<file path="config.mk">
export PLATFORM = sky130hd
export DESIGN_NAME = interrupt_ack_sequencer
export DESIGN_NICKNAME = d
export VERILOG_FILES = /design/src/rtl/pic8259_pkg.sv /design/src/rtl/inta_edge_detector.sv /design/src/rtl/interrupt_ack_sequencer.sv
export SDC_FILE = /design/constraint.sdc
export NUM_CORES = 1
export LEC_CHECK = 0
export ABC_AREA = 1
export CAP_MARGIN = 10
export CORE_ASPECT_RATIO = 1.75
export CORE_MARGIN = 8
export CORE_UTILIZATION = 24
export DETAILED_ROUTE_END_ITERATION = 12
export PLACE_DENSITY = 0.63
export SYNTH_ARGS = -nofsm -noshare
export SYNTH_HDL_FRONTEND = slang
export SYNTH_SLANG_ARGS = --single-unit
export TNS_END_PERCENT = 5
</file>
<file path="constraint.sdc">
create_clock -name clock -period 3.7 [get_ports clock]
set_input_delay 0.925 -clock clock [delete_from_list [all_inputs] [get_ports clock]]
set_output_delay 0.925 -clock clock [all_outputs]
set_load 0.03 [all_outputs]
</file>
<file path="src/rtl/pic8259_pkg.sv">
// pic8259_pkg: shared control-state encoding, CALL opcode and one-hot index helper for the 8259A core.
package pic8259_pkg;

    typedef enum logic [2:0] {
        READY = 3'b000,
        ACK1  = 3'b001,
        ACK2  = 3'b010,
        ACK3  = 3'b011
    } control_state_t;

    localparam logic [7:0] CALL_OPCODE = 8'hCD;

    function automatic logic [2:0] bit2num(input logic [7:0] one_hot);
        logic [2:0] num;
        num = 3'd0;
        for (int i = 0; i < 8; i++)
            if (one_hot[i]) num = i[2:0];
        return num;
    endfunction

endpackage

</file>
<file path="src/rtl/inta_edge_detector.sv">
// inta_edge_detector: registers INTA and flags its falling and rising edges; idles high after reset.
module inta_edge_detector (
    input  logic clock,
    input  logic reset,
    input  logic interrupt_acknowledge_n,
    output logic fall,
    output logic rise
);

    logic inta_prev;

    always_ff @(posedge clock)
        inta_prev <= reset ? 1'b1 : interrupt_acknowledge_n;

    assign fall = inta_prev & ~interrupt_acknowledge_n;
    assign rise = ~inta_prev & interrupt_acknowledge_n;

endmodule

</file>
<file path="src/rtl/interrupt_ack_sequencer.sv">
// interrupt_ack_sequencer: counts INTA pulses, latches the acknowledged level and drives vector/CALL bytes.
// ACK_8080_MODE_EN adds the 8080/85 three-pulse CALL sequence; without it only the 8086 sequence exists.
module interrupt_ack_sequencer
    import pic8259_pkg::*;
(
    input  logic        clock,
    input  logic        reset,
    input  logic        interrupt_acknowledge_n,
    input  logic        initialization_pulse,
    input  logic        mode_8086,
    input  logic        call_address_interval_4,
    input  logic [10:0] interrupt_vector_address,
    input  logic [7:0]  highest_level_request,
    input  logic        cascade_output_ack_2_3,
    output logic [2:0]  control_state,
    output logic [7:0]  acknowledge_interrupt,
    output logic        latch_in_service,
    output logic        end_of_acknowledge_sequence,
    output logic [7:0]  data_bus_out,
    output logic        data_bus_out_enable
);

    control_state_t state, next_state;
    logic [7:0] next_ack, byte_sel, next_data;
    logic [2:0] lvl;
    logic fall, rise, m86, next_lis, next_eoa, byte_en, next_en;

    inta_edge_detector u_edge (
        .clock                  (clock),
        .reset                  (reset),
        .interrupt_acknowledge_n(interrupt_acknowledge_n),
        .fall                   (fall),
        .rise                   (rise)
    );

`ifdef ACK_8080_MODE_EN
    assign m86 = mode_8086;
`else
    logic unused_8080;
    assign m86 = 1'b1;
    assign unused_8080 = ^{mode_8086, call_address_interval_4, interrupt_vector_address[2:0]};
`endif

    always_comb begin
        next_state = state;
        next_ack = acknowledge_interrupt;
        next_lis = 1'b0;
        next_eoa = 1'b0;
        case (state)
            READY: if (fall) begin
                next_state = ACK1;
                next_ack = |highest_level_request ? highest_level_request : 8'h80;
                next_lis = 1'b1;
            end
            ACK1: if (fall) next_state = ACK2;
            ACK2: if (m86 && rise) begin
                next_state = READY;
                next_eoa = 1'b1;
            end
`ifdef ACK_8080_MODE_EN
            else if (!m86 && fall) next_state = ACK3;
            ACK3: if (rise) begin
                next_state = READY;
                next_eoa = 1'b1;
            end
`endif
            default: next_state = READY;
        endcase
        if (initialization_pulse) begin
            next_state = READY;
            next_ack = 8'h00;
            next_lis = 1'b0;
            next_eoa = 1'b0;
        end
    end

    // Byte for the state being entered, driven for as long as INTA stays low.
    assign lvl = bit2num(next_ack);

    always_comb begin
        byte_en = 1'b0;
        byte_sel = 8'h00;
        case (next_state)
            ACK1: begin
                byte_en = !m86;
                byte_sel = CALL_OPCODE;
            end
            ACK2: begin
                byte_en = cascade_output_ack_2_3;
`ifdef ACK_8080_MODE_EN
                byte_sel = m86 ? {interrupt_vector_address[10:6], lvl}
                         : call_address_interval_4 ? {interrupt_vector_address[2:0], lvl, 2'b00}
                         : {interrupt_vector_address[2:1], lvl, 3'b000};
`else
                byte_sel = {interrupt_vector_address[10:6], lvl};
`endif
            end
`ifdef ACK_8080_MODE_EN
            ACK3: begin
                byte_en = cascade_output_ack_2_3;
                byte_sel = interrupt_vector_address[10:3];
            end
`endif
            default: byte_en = 1'b0;
        endcase
    end

    assign next_en = ~interrupt_acknowledge_n & byte_en & ~initialization_pulse;
    assign next_data = next_en ? byte_sel : 8'h00;

    always_ff @(posedge clock) begin
        if (reset) begin
            state <= READY;
            acknowledge_interrupt <= 8'h00;
            latch_in_service <= 1'b0;
            end_of_acknowledge_sequence <= 1'b0;
            data_bus_out <= 8'h00;
            data_bus_out_enable <= 1'b0;
        end else begin
            state <= next_state;
            acknowledge_interrupt <= next_ack;
            latch_in_service <= next_lis;
            end_of_acknowledge_sequence <= next_eoa;
            data_bus_out <= next_data;
            data_bus_out_enable <= next_en;
        end
    end

    assign control_state = state;

endmodule
</file>
======== After elaboration in Yosys (flattened, before gate mapping) ========
Cells that the tools add are included.
word-level totals
  register bits after elaboration ......... 23
  input port bits ......................... 26
  logic and storage cells ................. 49
  output and inout port bits .............. 22
cells by class
  bitwise operators ....................... 10
  multiplexer cells ....................... 20
  equality and inequality tests ........... 4
  reductions and logical operators ........ 7
operators by type and width
  kind                                                             number
  8-bit two-way mux                                                4
  3-bit two-way mux                                                10
  8-bit case mux with 2 select lines                               1
  3-bit case mux with 3 select lines                               1
  8-bit OR reduction                                               1
  3-bit by 1-bit == test with 1-bit output, second input constant  2
  3-bit by 2-bit == test with 1-bit output, second input constant  2
  1-bit NOT                                                        6
  3-bit OR reduction                                               2
  1-bit bitwise AND                                                4
  1-bit two-way mux                                                4
  2-bit OR reduction                                               2
  3-bit logical NOT                                                1
  2-bit AND reduction                                              1

======== Longest topological paths before layout ========
Gate-level depths: netlist (run 1).
  depth after elaboration ................. 13
  depth in mapped cells ................... 11

======== Modules after synthesis ========
Synthesis (run 1) repeated with hierarchy kept, for this count alone.
unflattened totals
  cell total of the unflattened synthesis .. 118
  area, all modules ....................... 923.4 um^2
modules (own cells, without submodules)
  module                   times used  area an instance (um^2)  cells each  seq. area each (um^2)
  interrupt_ack_sequencer  1           880.8                    111         440.4
  inta_edge_detector       1           42.5                     7           20.0

======== Least setup slack after synthesis (run 1) ========
No wires, ideal clock.
  kind .................................... input to register
  start point ............................. input port interrupt_acknowledge_n
  end point ............................... register data_bus_out[0]
  slack ................................... 1912 ps
  arrival ................................. 1666 ps
  stages .................................. 6
  buffers on the path ..................... 0
  path through ............................ nor2_4 -> nand3_4 -> nor3_2 -> nor2_1 -> nor2_1 -> a21oi_2
on the way
  longest elaborated chain between the ends .. 13
  elaborated cells between the ends (all ways) .. 26
RTL lines
  what                                line                                                      RTL
  start, declared                     interrupt_ack_sequencer.sv:8                              input logic interrupt_acknowledge_n,
  1-bit NOT                           inta_edge_detector.sv:15, interrupt_ack_sequencer.sv:108
  1-bit bitwise AND                   inta_edge_detector.sv:15                                  assign fall = inta_prev & ~interrupt_acknowledge_n;
  8-bit two-way mux                   interrupt_ack_sequencer.sv:50                             READY: if (fall) begin
  8-bit two-way mux                   interrupt_ack_sequencer.sv:49                             case (state)
  8-bit two-way mux                   interrupt_ack_sequencer.sv:69                             if (initialization_pulse) begin
  1-bit two-way mux                   pic8259_pkg.sv:17                                         if (one_hot[i]) num = i[2:0];
  3-bit two-way mux (6 in a row)      pic8259_pkg.sv:17
  8-bit case mux with 2 select lines  interrupt_ack_sequencer.sv:83                             case (next_state)
  end signal, assigned                interrupt_ack_sequencer.sv:124                            data_bus_out <= next_data;
  end, declared                       interrupt_ack_sequencer.sv:19                             output logic [7:0] data_bus_out,
Parallel ways exist; a longest one is shown, timed or not.
A chain may end at the register's enable or synchronous reset.

======== Worst setup path after layout (run 1) ========
  start point ............................. register state[2] (netlist: control_state[2])
  end point ............................... output port control_state[2]
RTL lines
  what                    line                            RTL
  start, declared         interrupt_ack_sequencer.sv:23   control_state_t state, next_state;
  start signal, assigned  interrupt_ack_sequencer.sv:120  state <= next_state;
  end, declared           interrupt_ack_sequencer.sv:15   output logic [2:0] control_state,
No word-level cell between the ends.

==> reports/summary.log, run 1 <==
[setup_path] Max stage delay on crit path 0.72 ns
[layout] area used by sequential logic in the layout 460 µm²
[logic_synthesis] synthesis warning total 0
[layout] net count reported at finish 189
[global_routing] number of antenna violations at the first check in global routing 0
[sta] Max Fclk 426 MHz
[logic_synthesis] Mean Syn Cell Area 8.01 µm²
[drt] remaining design rule violation count 0
[power_and_ir_drop] Static Leakage 0.611 nW
[status] result of the run completed
[power_and_ir_drop] power density cells 332 mW/mm²
[worst_hold_path] Hold Startpoint acknowledge_interrupt[0]
[layout] synth-to-layout area growth 51.2%
[drt] remaining antenna violation count after routing 0
[sta] Hold Vio Cnt, Final 0
[cts] deepest clock path buffer count 2
[sta] setup TNS after final layout 0 ns
[placement] Setup Slack @ Placement 1.20 ns
[cts] clock root cell clkbuf_8
[die] effective utilization at floorplan 24.9%
[global_routing] number of global-route vias before repair 914
[global_routing] global-route wire length before repair 4150 µm
[cts] number of gates given a new drive strength after cts 0
[die] Die ar. 0.00636 mm²
[setup_path] Crit. Startpoint control_state[2]
[placement] RD Place Congestion 0.754
[setup_path] sort of element at the start of the critical path flip-flop
[die] Core Rows 30
[cts] clock tree from TritonCTS yes
[drt] via count normalized by instance count 4.13
[setup_path] required time of the worst setup path 2.77 ns
[setup_path] master of the slowest instance on the critical path clkdlybuf4s50_1
[setup_path] critical path capture point type primary output
[layout] filler instances 424
[setup_path] startpoint-to-endpoint class of the critical path flip-flop to primary output
[setup_path] top cell family by delay on the critical path buffers and inverters
[drt] 1st-pass router iterations 4
[drt] Post-Route WL 2450 µm
[cts] quantity of hold-fixing buffers added after cts 0
[global_routing] total routing usage reported by global routing 8.28%
[cts] maximum level of the CTS H-tree 1
[sta] unrepaired setup endpoints after global routing no
[layout] fraction of layout instances using a drive strength above 1 16.0%
[logic_synthesis] Syn Inst Count 120
[cts] # Post-CTS Setup Buffers 0
[layout] Antenna Cells 0
[die] die outline width 63.8 µm
[layout] area occupied by multi-input gates 413 µm²
[sta] max-slew violations 0
[sta] Hold Slack 0.469 ns
[sta] final worst path period need 2.35 ns
[power_and_ir_drop] Tot Pwr 0.000482 W
[placement] Port Buffers 39
[cts] total CTS buffers 3
[cts] clk slew on worst S/H paths 0.08 ns
[setup_path] worst-path fanout max 4
[die] Core Box Area 0.00387 mm²
[power_and_ir_drop] IR Drop Worst-Case VDD 0.125 mV
[worst_hold_path] Hold Crit Class flip-flop to flip-flop
[sta] least setup slack across all paths after layout 1.35 ns
[die] top-level port count 48
[setup_path] Buffers & Inverters on Critical Path 1
[setup_path] Cell Chain, Critical Path clkdlybuf4s50_1
[setup_path] beginning of the worst register-to-register path u_edge.inta_prev
[global_routing] maximum number of pins on one net before global-route repair 14
[cts] number of sinks on the clock net 23
[die] Die Height 99.7 µm
[drt] via count of the routed design 868
[sta] final cycle utilization of the critical path 63.4%
[global_routing] overall overflow remaining after global route 0
[drt] Routed WL per cell 11.7 µm
[drt] Iter 0 DRT Violations 12
[logic_synthesis] register bit count reported by yosys 23
[sta] final count of negative-setup-slack endpoints 0
[flow_run] MaxCap Viol Count 0
[placement] HPWL after detailed placement 2040 µm
[logic_synthesis] Netlist Area Pre-Place 961 µm²
[cts] latest clock arrival within the worst-skew pair 0.26 ns
[logic_synthesis] Syn Nets 146
[logic_synthesis] number of distinct library cells after synthesis 22
[sta] clock tree skew after final layout 0.00164 ns
[setup_path] Data arrival, critical path 1.42 ns
[logic_synthesis] part of the Yosys area used for sequential elements 47.9%
==> final timing paths <==
check	endpoint	slack [ns]	cells past startpoint
setup / recovery	control_state[2]	1.35	1
setup reg to reg	data_bus_out[0]	2.27	7
hold reg to reg	acknowledge_interrupt[0]	0.47	2
hold / removal	acknowledge_interrupt[0]	0.47	2
==> cell type report <==
cell class / count / share of cell area (%)
timing repair buffer: 39 / 26.9
multi-input combinational: 74 / 28.4
clock inverter: 1 / 0.345
tap: 48 / 4.13
inverter: 22 / 5.68
clock buffer: 3 / 2.84
sequential: 23 / 31.7
==> where the power goes <==
group	switching, W	leakage (nW)	internal (W)
logic	0.0000412	0.399	0.0000342
registers	0.00000328	0.187	0.000252
clock network	0.0000766	0.0255	0.0000750
total	0.000121	0.611	0.000361
==> per-stage QoR <==
step	util, %	instances	area (µm²)
after floorplan	-	120	961
after global placement	36.4	206	1410
after detailed placement	36.4	206	1410
after CTS	37.6	210	1450
after global routing	37.6	210	1450
final	37.6	210	1450
==> kinds of logic (layout without fill, tap and decap cells) <==
family | after synthesis | in the layout | share of synthesized area, %
other | 1 | 1 | 0.390
buffers and inverters | 23 | 65 | 9.11
AND/OR/NAND/NOR | 65 | 65 | 36.1
AO/OA/AOI/OAI | 8 | 8 | 6.51
flip-flops | 23 | 23 | 47.9
==> synthesized netlist by cell type, drive strengths merged <==
cell,n,area share (%)
inv,22,8.6
nor2,27,13
nor3,8,5.7
o211ai,1,1.3
nand3,5,5.5
o21ai,1,0.52
buf,1,0.52
dfxtp,23,48
a32oi,1,0.91
nand4,3,2.6
conb,1,0.39
nand2,22,8.9
a21oi,5,3.8
==> tightest hold or removal path, cell delays in order (launching register included) <==
cell and delay (ns):
dfxtp_1 0.31, nand2_1 0.06, a21oi_1 0.05
==> sequential cells by signal, summed over array words and instances, names as in the netlist <==
signal and flops:
end_of_acknowledge_sequence 1, data_bus_out 8, acknowledge_interrupt 8, latch_in_service 1, u_edge.inta_prev 1, data_bus_out_enable 1
control_state 3
==> layout by cell type, fill, tap and decap left out, drive strengths merged <==
cell	count
clkdlybuf4s50	39
nor2	27
dfxtp	23
nand2	22
inv	22
nor3	8
nand3	5
a21oi	5
clkbuf	3
nand4	3
o211ai	1
o21ai	1
a32oi	1
clkinv	1
conb	1
==> routing by layer <==
metal	part of all wire (%)	wire [µm]	global-route usage (%)	up-vias
li1	-	-	-	450
met1	33	799	7.24	392
met2	57	1400	15.3	22
met3	8.4	207	3.27	4
met4	1.8	43	4.66	0
met5	0	0	0	-
No activity file was read; power rests on OpenSTA's default activity.
==> run 2, diff against run 1 <==
==> constraint.sdc (replaced) <==
create_clock -name clock -period 2.4 [get_ports clock]
set_input_delay 0.6 -clock clock [delete_from_list [all_inputs] [get_ports clock]]
set_output_delay 0.6 -clock clock [all_outputs]
set_load 0.03 [all_outputs]
==> run 2 against run 1 <==
Via count increased by 1.7%. Worst hold slack better by 0.00076 ns. Wire length increased by 6.2%. Sequential power is 54% higher. Final cell count up 0.48%. Largest power group unchanged. Highest routed layer unchanged.
==> reports/summary.log, run 2 (synthesis gave the netlist of run 1 again) <==
[global_routing] number of global-route vias before repair 974 [+6.6%]
[drt] Post-Route WL 2600 µm [+6.2%]
[placement] RD Place Congestion 0.754 [about the same]
[sta] unrepaired setup endpoints after global routing no
[global_routing] total routing usage reported by global routing 8.70% [+0.42 points]
[setup_path] critical path capture point type primary output
[power_and_ir_drop] Tot Pwr 0.000753 W [+56%]
[layout] area used by sequential logic in the layout 460 µm² [unchanged]
[setup_path] startpoint-to-endpoint class of the critical path flip-flop to primary output
[layout] most frequent cells in the layout clkdlybuf4s50_1, dfxtp_1, nor2_1, nand2_1, inv_1
[cts] number of gates given a new drive strength after cts 0 [unchanged]
[cts] clock root cell clkbuf_8
[sta] final count of negative-setup-slack endpoints 0 [unchanged]
[cts] total CTS buffers 3 [unchanged]
[cts] quantity of hold-fixing buffers added after cts 0 [unchanged]
[die] Core Box Area 0.00387 mm² [unchanged]
[flow_run] MaxCap Viol Count 0 [unchanged]
[global_routing] maximum number of pins on one net before global-route repair 14 [unchanged]
[sta] Hold Vio Cnt, Final 0 [unchanged]
[sta] least setup slack across all paths after layout 0.376 ns [-0.977 ns]
[sta] max-slew violations 0 [unchanged]
[global_routing] global-route wire length before repair 4320 µm [+4.0%]
[placement] Port Buffers 39 [unchanged]
[global_routing] overall overflow remaining after global route 0 [unchanged]
[setup_path] required time of the worst setup path 1.80 ns [-0.97 ns]
[setup_path] sort of element at the start of the critical path flip-flop
[drt] Iter 0 DRT Violations 22 [+10]
[cts] latest clock arrival within the worst-skew pair 0.26 ns [about the same]
[die] Core Rows 30 [unchanged]
[die] top-level port count 48 [unchanged]
[drt] 1st-pass router iterations 4 [unchanged]
[power_and_ir_drop] power density cells 515 mW/mm² [+55%]
[setup_path] Buffers & Inverters on Critical Path 1 [unchanged]
[layout] synth-to-layout area growth 52.0%
[status] result of the run completed
[sta] setup TNS after final layout 0 ns [unchanged]
[layout] Antenna Cells 0 [unchanged]
[die] die outline width 63.8 µm [unchanged]
[layout] area occupied by multi-input gates 413 µm² [unchanged]
[drt] Routed WL per cell 12.3 µm [+5.7%]
[setup_path] top cell family by delay on the critical path buffers and inverters
[drt] via count of the routed design 883 [+1.7%]
[sta] clock tree skew after final layout 0.00399 ns [+0.00234 ns]
[cts] maximum level of the CTS H-tree 1 [unchanged]
[global_routing] number of antenna violations at the first check in global routing 0 [unchanged]
[sta] final worst path period need 2.02 ns
[power_and_ir_drop] IR Drop Worst-Case VDD 0.202 mV [+61%]
[setup_path] master of the slowest instance on the critical path clkdlybuf4s50_1
[die] Die ar. 0.00636 mm² [unchanged]
[placement] HPWL after detailed placement 2140 µm [+5.0%]
[sta] Hold Slack 0.469 ns [+0.000762 ns]
[die] effective utilization at floorplan 24.9% [unchanged]
[drt] remaining design rule violation count 0 [unchanged]
[drt] remaining antenna violation count after routing 0 [unchanged]
[cts] deepest clock path buffer count 2 [unchanged]
[setup_path] Data arrival, critical path 1.42 ns [about the same]
[die] Die Height 99.7 µm [unchanged]
[drt] via count normalized by instance count 4.18 [+1.2%]
[cts] clock tree from TritonCTS yes
[setup_path] worst-path fanout max 4 [unchanged]
[sta] final cycle utilization of the critical path 84.3%
[cts] number of sinks on the clock net 23 [unchanged]
[worst_hold_path] Hold Crit Class flip-flop to flip-flop
[setup_path] Max stage delay on crit path 0.71 ns [about the same]
[sta] Max Fclk 494 MHz
[setup_path] Cell Chain, Critical Path clkdlybuf4s50_1
[layout] filler instances 428 [+0.94%]
[power_and_ir_drop] Static Leakage 0.615 nW [+0.79%]
[cts] # Post-CTS Setup Buffers 0 [unchanged]
[placement] Setup Slack @ Placement 0.222 ns [-0.973 ns]
[layout] net count reported at finish 190 [+0.53%]
[layout] leading cell type in the layout, fill and taps excluded clkdlybuf4s50_1
[layout] fraction of layout instances using a drive strength above 1 16.6% [+0.52 points]
[cts] clk slew on worst S/H paths 0.08 ns [about the same]
run 2: changes by cell type in the layout (fill, tap and decap cells not counted), sizes merged:
cell  before  now
buf        0    1
run 2: path summary, 6_finish.rpt:
check,startpoint,cells past startpoint,slack [ns],to
max,control_state[2],1,0.38,control_state[2]
min,acknowledge_interrupt[0],2,0.47,acknowledge_interrupt[0]
max reg2reg,u_edge.inta_prev,7,0.96,data_bus_out[0]
min reg2reg,acknowledge_interrupt[0],2,0.47,acknowledge_interrupt[0]
run 2: cell type report:
type                    instances  area share [%]
clock buffers                   3            2.83
clock inverters                 1           0.343
inverters                      22            5.66
multi-input cells              74            28.3
flip-flops and latches         23            31.5
well taps                      48            4.11
repair buffers                 40            27.2
run 2: per-stage QoR:
step           utilization, %  instances  area (µm²)
2_1_floorplan               -        120         961
3_3_place_gp             36.6        207        1410
3_5_place_dp             36.6        207        1410
4_1_cts                  37.8        211        1460
5_1_grt                  37.8        211        1460
6_report                 37.8        211        1460
run 2: layer usage:
layer | vias to the layer above | share of wire (%) | GRT usage [%]
met5 | - | 0 | 0
met4 | 0 | 3.2 | 6.56
met3 | 5 | 6.9 | 2.36
met2 | 23 | 57 | 17.1
met1 | 403 | 32 | 6.76
li1 | 452 | - | -
run 2: worst min-delay path: stages, from the launching register on:
cell and delay, ns:
dfxtp_1 0.32, nand2_1 0.06, a21oi_1 0.05
run 2: report_power, final:
part | leakage [nW] | total (W) | switching [W] | internal (W)
sequential | 0.187 | 0.000393 | 0.00000504 | 0.000388
clock | 0.0255 | 0.000242 | 0.000126 | 0.000116
combinational | 0.403 | 0.000118 | 0.0000640 | 0.0000538
total | 0.615 | 0.000753 | 0.000195 | 0.000558
